### src/rtl/dsky_serial_in_pkg.sv
// dsky_serial_in_pkg: shared states, field IDs and packet constants for the DSKY serial input
package dsky_serial_in_pkg;

   localparam logic [7:0] SYNC_BYTE = 8'hA5;

   typedef enum logic [2:0] {
      P_HUNT,
      P_ID,
      P_HI,
      P_LO,
      P_CSUM
   } parser_state_t;

   typedef enum logic [2:0] {
      F_VERB    = 3'd0,
      F_NOUN    = 3'd1,
      F_TIME    = 3'd2,
      F_APOGEE  = 3'd3,
      F_PERIGEE = 3'd4
   } field_id_t;

   typedef enum logic [1:0] {
      RX_IDLE,
      RX_START,
      RX_DATA,
      RX_STOP
   } rx_state_t;

   function automatic logic [7:0] packet_csum(input logic [7:0] id, input logic [7:0] hi, input logic [7:0] lo);
      return id ^ hi ^ lo;
   endfunction

endpackage

### src/rtl/uart_rx_byte.sv
// uart_rx_byte: 8N1 UART byte receiver with input synchronizer, glitch rejection and framing check
module uart_rx_byte
   import dsky_serial_in_pkg::*;
#(
   parameter int CLKS_PER_BIT = 434
) (
   input  logic       clock,
   input  logic       reset_n,
   input  logic       rx,
   output logic       byte_valid,
   output logic [7:0] byte_data,
   output logic       frame_err
);

   localparam int CW = $clog2(CLKS_PER_BIT);
   localparam logic [CW-1:0] FULL = CW'(CLKS_PER_BIT - 1);
   localparam logic [CW-1:0] HALF = CW'(CLKS_PER_BIT / 2 - 1);

   logic          rx_meta, rx_sync, rx_prev;
   rx_state_t     state, state_nx;
   logic [CW-1:0] cnt, cnt_nx;
   logic [2:0]    bit_idx, bit_nx;
   logic [7:0]    shift, shift_nx;
   logic          valid_nx, ferr_nx;

   assign byte_data = shift;

   // Two-flop synchronizer plus one delayed copy for falling-edge detection; all idle high.
   always_ff @(posedge clock or negedge reset_n) begin
      if (!reset_n) begin
         rx_meta <= 1'b1;
         rx_sync <= 1'b1;
         rx_prev <= 1'b1;
      end else begin
         rx_meta <= rx;
         rx_sync <= rx_meta;
         rx_prev <= rx_sync;
      end
   end

   // Receiver state, baud/bit counters, shift register and one-cycle result pulses.
   always_ff @(posedge clock or negedge reset_n) begin
      if (!reset_n) begin
         state      <= RX_IDLE;
         cnt        <= '0;
         bit_idx    <= '0;
         shift      <= '0;
         byte_valid <= 1'b0;
         frame_err  <= 1'b0;
      end else begin
         state      <= state_nx;
         cnt        <= cnt_nx;
         bit_idx    <= bit_nx;
         shift      <= shift_nx;
         byte_valid <= valid_nx;
         frame_err  <= ferr_nx;
      end
   end

   // Start is re-checked at mid-bit so short lows are dropped; later samples land one bit apart.
   always_comb begin
      state_nx = state;
      cnt_nx   = cnt + 1'b1;
      bit_nx   = bit_idx;
      shift_nx = shift;
      valid_nx = 1'b0;
      ferr_nx  = 1'b0;
      case (state)
         RX_IDLE: begin
            cnt_nx = '0;
            if (rx_prev && !rx_sync) state_nx = RX_START;
         end
         RX_START: begin
            if (cnt == HALF) begin
               cnt_nx   = '0;
               bit_nx   = '0;
               state_nx = rx_sync ? RX_IDLE : RX_DATA;
            end
         end
         RX_DATA: begin
            if (cnt == FULL) begin
               cnt_nx   = '0;
               shift_nx = {rx_sync, shift[7:1]};
               if (bit_idx == 3'd7) state_nx = RX_STOP;
               else bit_nx = bit_idx + 1'b1;
            end
         end
         RX_STOP: begin
            if (cnt == FULL) begin
               cnt_nx   = '0;
               valid_nx = rx_sync;
               ferr_nx  = !rx_sync;
               state_nx = RX_IDLE;
            end
         end
         default: state_nx = RX_IDLE;
      endcase
   end

endmodule

### src/rtl/dsky_serial_in.sv
// dsky_serial_in: receives checksummed telemetry packets over UART and updates five DSKY/AXI value registers
module dsky_serial_in
   import dsky_serial_in_pkg::*;
#(
   parameter int CLKS_PER_BIT = 434
) (
   input  logic        clock,
   input  logic        reset_n,
   input  logic        rx,
   output logic [14:0] DSKY_VERB_data,
   output logic [14:0] DSKY_NOUN_data,
   output logic [14:0] AXI_MISSION_TIME_data,
   output logic [14:0] AXI_APOGEE_data,
   output logic [14:0] AXI_PERIGEE_data,
   output logic [4:0]  update,
   output logic        err
);

   logic          byte_valid, frame_err;
   logic [7:0]    byte_data;
   parser_state_t state, state_nx;
   logic [7:0]    id_q, hi_q, lo_q;
   logic [4:0]    upd_nx;
   logic          err_nx;
   logic [14:0]   value;

   uart_rx_byte #(.CLKS_PER_BIT(CLKS_PER_BIT)) u_rx (
      .clock      (clock),
      .reset_n    (reset_n),
      .rx         (rx),
      .byte_valid (byte_valid),
      .byte_data  (byte_data),
      .frame_err  (frame_err)
   );

   assign value = {hi_q[6:0], lo_q};

   // Parser state register and registered update/err pulses.
   always_ff @(posedge clock or negedge reset_n) begin
      if (!reset_n) begin
         state  <= P_HUNT;
         update <= '0;
         err    <= 1'b0;
      end else begin
         state  <= state_nx;
         update <= upd_nx;
         err    <= err_nx;
      end
   end

   // Latch ID/HI/LO as they arrive so the checksum and value are ready at the CSUM byte.
   always_ff @(posedge clock or negedge reset_n) begin
      if (!reset_n) begin
         id_q <= '0;
         hi_q <= '0;
         lo_q <= '0;
      end else if (byte_valid) begin
         if (state == P_ID) id_q <= byte_data;
         if (state == P_HI) hi_q <= byte_data;
         if (state == P_LO) lo_q <= byte_data;
      end
   end

   // Packet parser: sync is only searched for in HUNT, so 0xA5 elsewhere is plain data.
   always_comb begin
      state_nx = state;
      upd_nx   = '0;
      err_nx   = frame_err;
      if (frame_err) state_nx = P_HUNT;
      else if (byte_valid) begin
         case (state)
            P_HUNT: if (byte_data == SYNC_BYTE) state_nx = P_ID;
            P_ID: begin
               state_nx = (byte_data <= 8'd4) ? P_HI : P_HUNT;
               err_nx   = byte_data > 8'd4;
            end
            P_HI: begin
               state_nx = byte_data[7] ? P_HUNT : P_LO;
               err_nx   = byte_data[7];
            end
            P_LO: state_nx = P_CSUM;
            P_CSUM: begin
               state_nx = P_HUNT;
               if (byte_data == packet_csum(id_q, hi_q, lo_q)) upd_nx = 5'b00001 << id_q[2:0];
               else err_nx = 1'b1;
            end
            default: state_nx = P_HUNT;
         endcase
      end
   end

   // Register file: a field changes only together with its update pulse.
   always_ff @(posedge clock or negedge reset_n) begin
      if (!reset_n) begin
         DSKY_VERB_data        <= '0;
         DSKY_NOUN_data        <= '0;
         AXI_MISSION_TIME_data <= '0;
         AXI_APOGEE_data       <= '0;
         AXI_PERIGEE_data      <= '0;
      end else begin
         if (upd_nx[F_VERB])    DSKY_VERB_data        <= value;
         if (upd_nx[F_NOUN])    DSKY_NOUN_data        <= value;
         if (upd_nx[F_TIME])    AXI_MISSION_TIME_data <= value;
         if (upd_nx[F_APOGEE])  AXI_APOGEE_data       <= value;
         if (upd_nx[F_PERIGEE]) AXI_PERIGEE_data      <= value;
      end
   end

endmodule

### config.mk
export PLATFORM = sky130hd
export DESIGN_NAME = dsky_serial_in
export DESIGN_NICKNAME = d
export VERILOG_FILES = /design/src/rtl/dsky_serial_in_pkg.sv /design/src/rtl/uart_rx_byte.sv /design/src/rtl/dsky_serial_in.sv
export SDC_FILE = /design/constraint.sdc
export NUM_CORES = 1
export LEC_CHECK = 0
export CELL_PAD_IN_SITES_DETAIL_PLACEMENT = 1
export CELL_PAD_IN_SITES_GLOBAL_PLACEMENT = 2
export CORE_UTILIZATION = 38
export CTS_CLUSTER_DIAMETER = 50
export DETAILED_ROUTE_END_ITERATION = 6
export PLACE_DENSITY_LB_ADDON = 0.1
export SYNTH_ARGS = -nofsm -noshare
export SYNTH_HDL_FRONTEND = slang
export SYNTH_HIERARCHICAL = 1
export SYNTH_SLANG_ARGS = --single-unit
### constraint.sdc
create_clock -name clock -period 2.8 [get_ports clock]
set_input_delay 0.56 -clock clock [delete_from_list [all_inputs] [get_ports clock]]
set_output_delay 0.56 -clock clock [all_outputs]
set_load 0.03 [all_outputs]
==> out/qor.csv <==
metric,value,unit
status,completed,
"Distinct cells, synth",44,
Layout area overhead,29.0,%
vias,3487,
Worst setup SP type,register,
drt first-iter violations,178,
Residual DRC,0,
Tightest Hold Check Type,input port to async pin,
DR vias/cell,5.00,
dpl cells,665,
vias in the first global route,3787,
wire length on met1,5960,um
"Setup Fix Bufs, Post-CTS",0,
largest net degree at the start of global routing,60,
Synth top area share,58.1,%
RSZ-0062 raised after global routing,no,
Worst slew margin,55.8,%
CP max stage cell,dfrtp_1,
dpl hpwl,8680,um
H-Tree Depth,4,
Die Ht,124,um
crit path from,u_rx/byte_data[7],
Synth Area per Inst,14.1,um2
Overall Power,4360,uW
top routing layer in use,met4,
Final setup viols,0,
core area,14600,um2
total CTS buffers,17,
post-CTS sizing,0,
final std cells w/o fill,697,
gr ovfl total,0,
I/O Pins,84,
critical path type,register to register,
xor/xnor share of the synthesized area,4.93,%
CTS tree,yes,
Clk Tree Root Cell,clkbuf_16,
total iterations of the first detailed-routing run,4,
Post-Synth Simple-Gate Area,9.61,%
largest family of logic cells by synthesized area,multiplexers,
WL final,12700,um
share of the yosys chip area belonging to registers,59.5,%
GP Congestion,0.799,
Syn Nets,412,
share of layout cells above drive strength 1,31.2,%
Starting Density,39.0,%
Setup WS post-layout,271,ps
die width,124,um
buffer and inverter count on the worst path,1,
Fin Clk Skew,8.56,ps
die area,15500,um2
reg2reg setup slack,270,ps
asr flop ratio synth,100,%
Hold WS,141,ps
"Slew Viols, Final",0,
mux contribution to synthesized area,21.7,%
initial antenna violation count,0,
antenna-violating nets left,0,
Wirelength per Cell,18.2,um
Max Cap Violations,0,
Final Hold Fails,0,
period utilization,90.3,%
Port Buffers,83,
nets@finish,508,
"Max FO, Critical Path",15,
critical path endpoint category,register,
Worst-Skew Late Latency,410,ps
Synth Instances,404,
metal2 WL,6090,um
Netlist Area Pre-Place,5690,um2
top post-synthesis cells by count,"132 x dfrtp_1, 108 x mux2_2, 21 x nor2_1, 21 x xnor2_1, 13 x nand3_1",
most frequent cell after synthesis,dfrtp_1,
routed wl met3,467,um
worst r2r src,u_rx/byte_data[7],
main area contributors after synthesis,"dfrtp_1 58%, mux2_2 21%, xnor2_1 3.2%",
diode count,0,
Max Fclk,0.395,GHz
min Tclk post-route,2530,ps
clock slew at the register clock pins of the worst setup and hold paths,50,ps
Ys Warns,6,
CP max stage delay,550,ps
Max rail drop VDD,0.000496,V
Synth area leader,dfrtp_1,
"Hold-fix buffers, CTS",0,
Most used DFF post-synth,dfrtp_1,
first-pass GRT wire length,21100,um
cell family with most CP delay,simple AND/OR/NAND/NOR gates,
Longest Clk Path Bufs,2,
Compound-Gate Fraction of Synth Area,1.41,%
Setup TNS,0,ps
crit-path cells,xor2_1 > xnor2_1 > nor4_2 > buf_4 > nand4_2 > mux2_2,
Post-Synth Adder-Cell Area,1.10,%
stages on the worst setup path,6,
Global Route Usage Sum,17.8,%
pwr/cell area,595,nW/um2
CP Data Required Time,3090,ps
Place WS,271,ps
R2R depth,6,
worst slew pin tran,662,ps
Leak,0.00362,uW
worst r2r dst,AXI_PERIGEE_data[3],
Rows,44,
number of synthesized flops with an enable pin,0,
Clock Sinks,135,
CP arrival,2820,ps
"FF+latch count, synth",135,
==> worst reg2reg max path, cell delays in order, from the launching register on <==
cell     delay (ps)
dfrtp_1         550
xor2_1          210
xnor2_1         130
nor4_2          280
buf_4           200
nand4_2         530
mux2_2          500
==> how the worst max path moves through the flow <==
stage                     slack, ps                   end
after floorplan                 410  AXI_PERIGEE_data[10]
after global placement          280   AXI_PERIGEE_data[1]
after detailed placement        270   AXI_PERIGEE_data[3]
after CTS                       250   AXI_PERIGEE_data[3]
after global routing             80   AXI_PERIGEE_data[8]
final                           270   AXI_PERIGEE_data[3]
==> layer usage <==
metal  vias up  global-route usage (%)
met5         -                       0
met4         0                    6.80
met3        15                    3.44
met2        73                    27.6
met1      1795                    24.6
li1       1604                       -
==> flip-flops by register name, summed over array words and instances, names as in the netlist, 9 cells and up, named ones only <==
signal and cells:
AXI_MISSION_TIME_data 15, DSKY_VERB_data 15, u_rx/cnt 9, AXI_PERIGEE_data 15, AXI_APOGEE_data 15, DSKY_NOUN_data 15
==> power breakdown <==
group / internal [uW] / leakage, uW / total (uW) / switching (uW)
Sequential: 1990 / 0.00187 / 2060 / 64.0
Clock: 1350 / 0.000282 / 2140 / 784
Combinational: 68.8 / 0.00147 / 167 / 98.4
==> stage by stage <==
stage	util [%]	cell area [um2]
2_1_floorplan	-	5690
3_3_place_gp	46.4	6770
3_5_place_dp	46.4	6770
4_1_cts	50.3	7330
5_1_grt	50.3	7330
6_report	50.3	7330
==> logic make-up after synthesis <==
logic type,Yosys count
xor gates and xnor gates,32
AOI/OAI and AO/OA,13
buffers and inverters,23
and+or+nand+nor,86
muxes,110
adders and majority gates,5
DFF,135
==> placed cells by master, fill, tap and decap left out, types with 3 or more instances in the layout <==
cell type / Yosys / layout
dfrtp_1: 132 / 132
ha_1: 5 / 5
buf_4: 1 / 7
nor2_1: 21 / 21
nor3_1: 7 / 7
o21ai_0: 3 / 3
dfstp_2: 3 / 3
mux2_2: 108 / 108
nand3_2: 4 / 4
xnor2_1: 21 / 21
nand2_1: 9 / 9
nand3b_1: 3 / 3
clkdlybuf4s50_1: 0 / 82
clkbuf_1: 5 / 5
inv_1: 9 / 9
xor2_1: 11 / 11
nand3_1: 13 / 13
a21oi_1: 5 / 5
nor2b_1: 4 / 4
clkbuf_16: 0 / 17
nand2b_1: 4 / 4
clkinv_2: 0 / 4
==> final cells by class <==
cell class | count | area [um2]
Clock inverter | 8 | 97.6
Multi-Input combinational cell | 246 | 2210
Clock buffer | 24 | 472
Tap cell | 184 | 230
Fill cell | 1443 | 7250
Timing Repair Buffer | 91 | 913
Sequential cell | 135 | 3380
Inverter | 9 | 33.8
(Power assumes the default switching activity.)
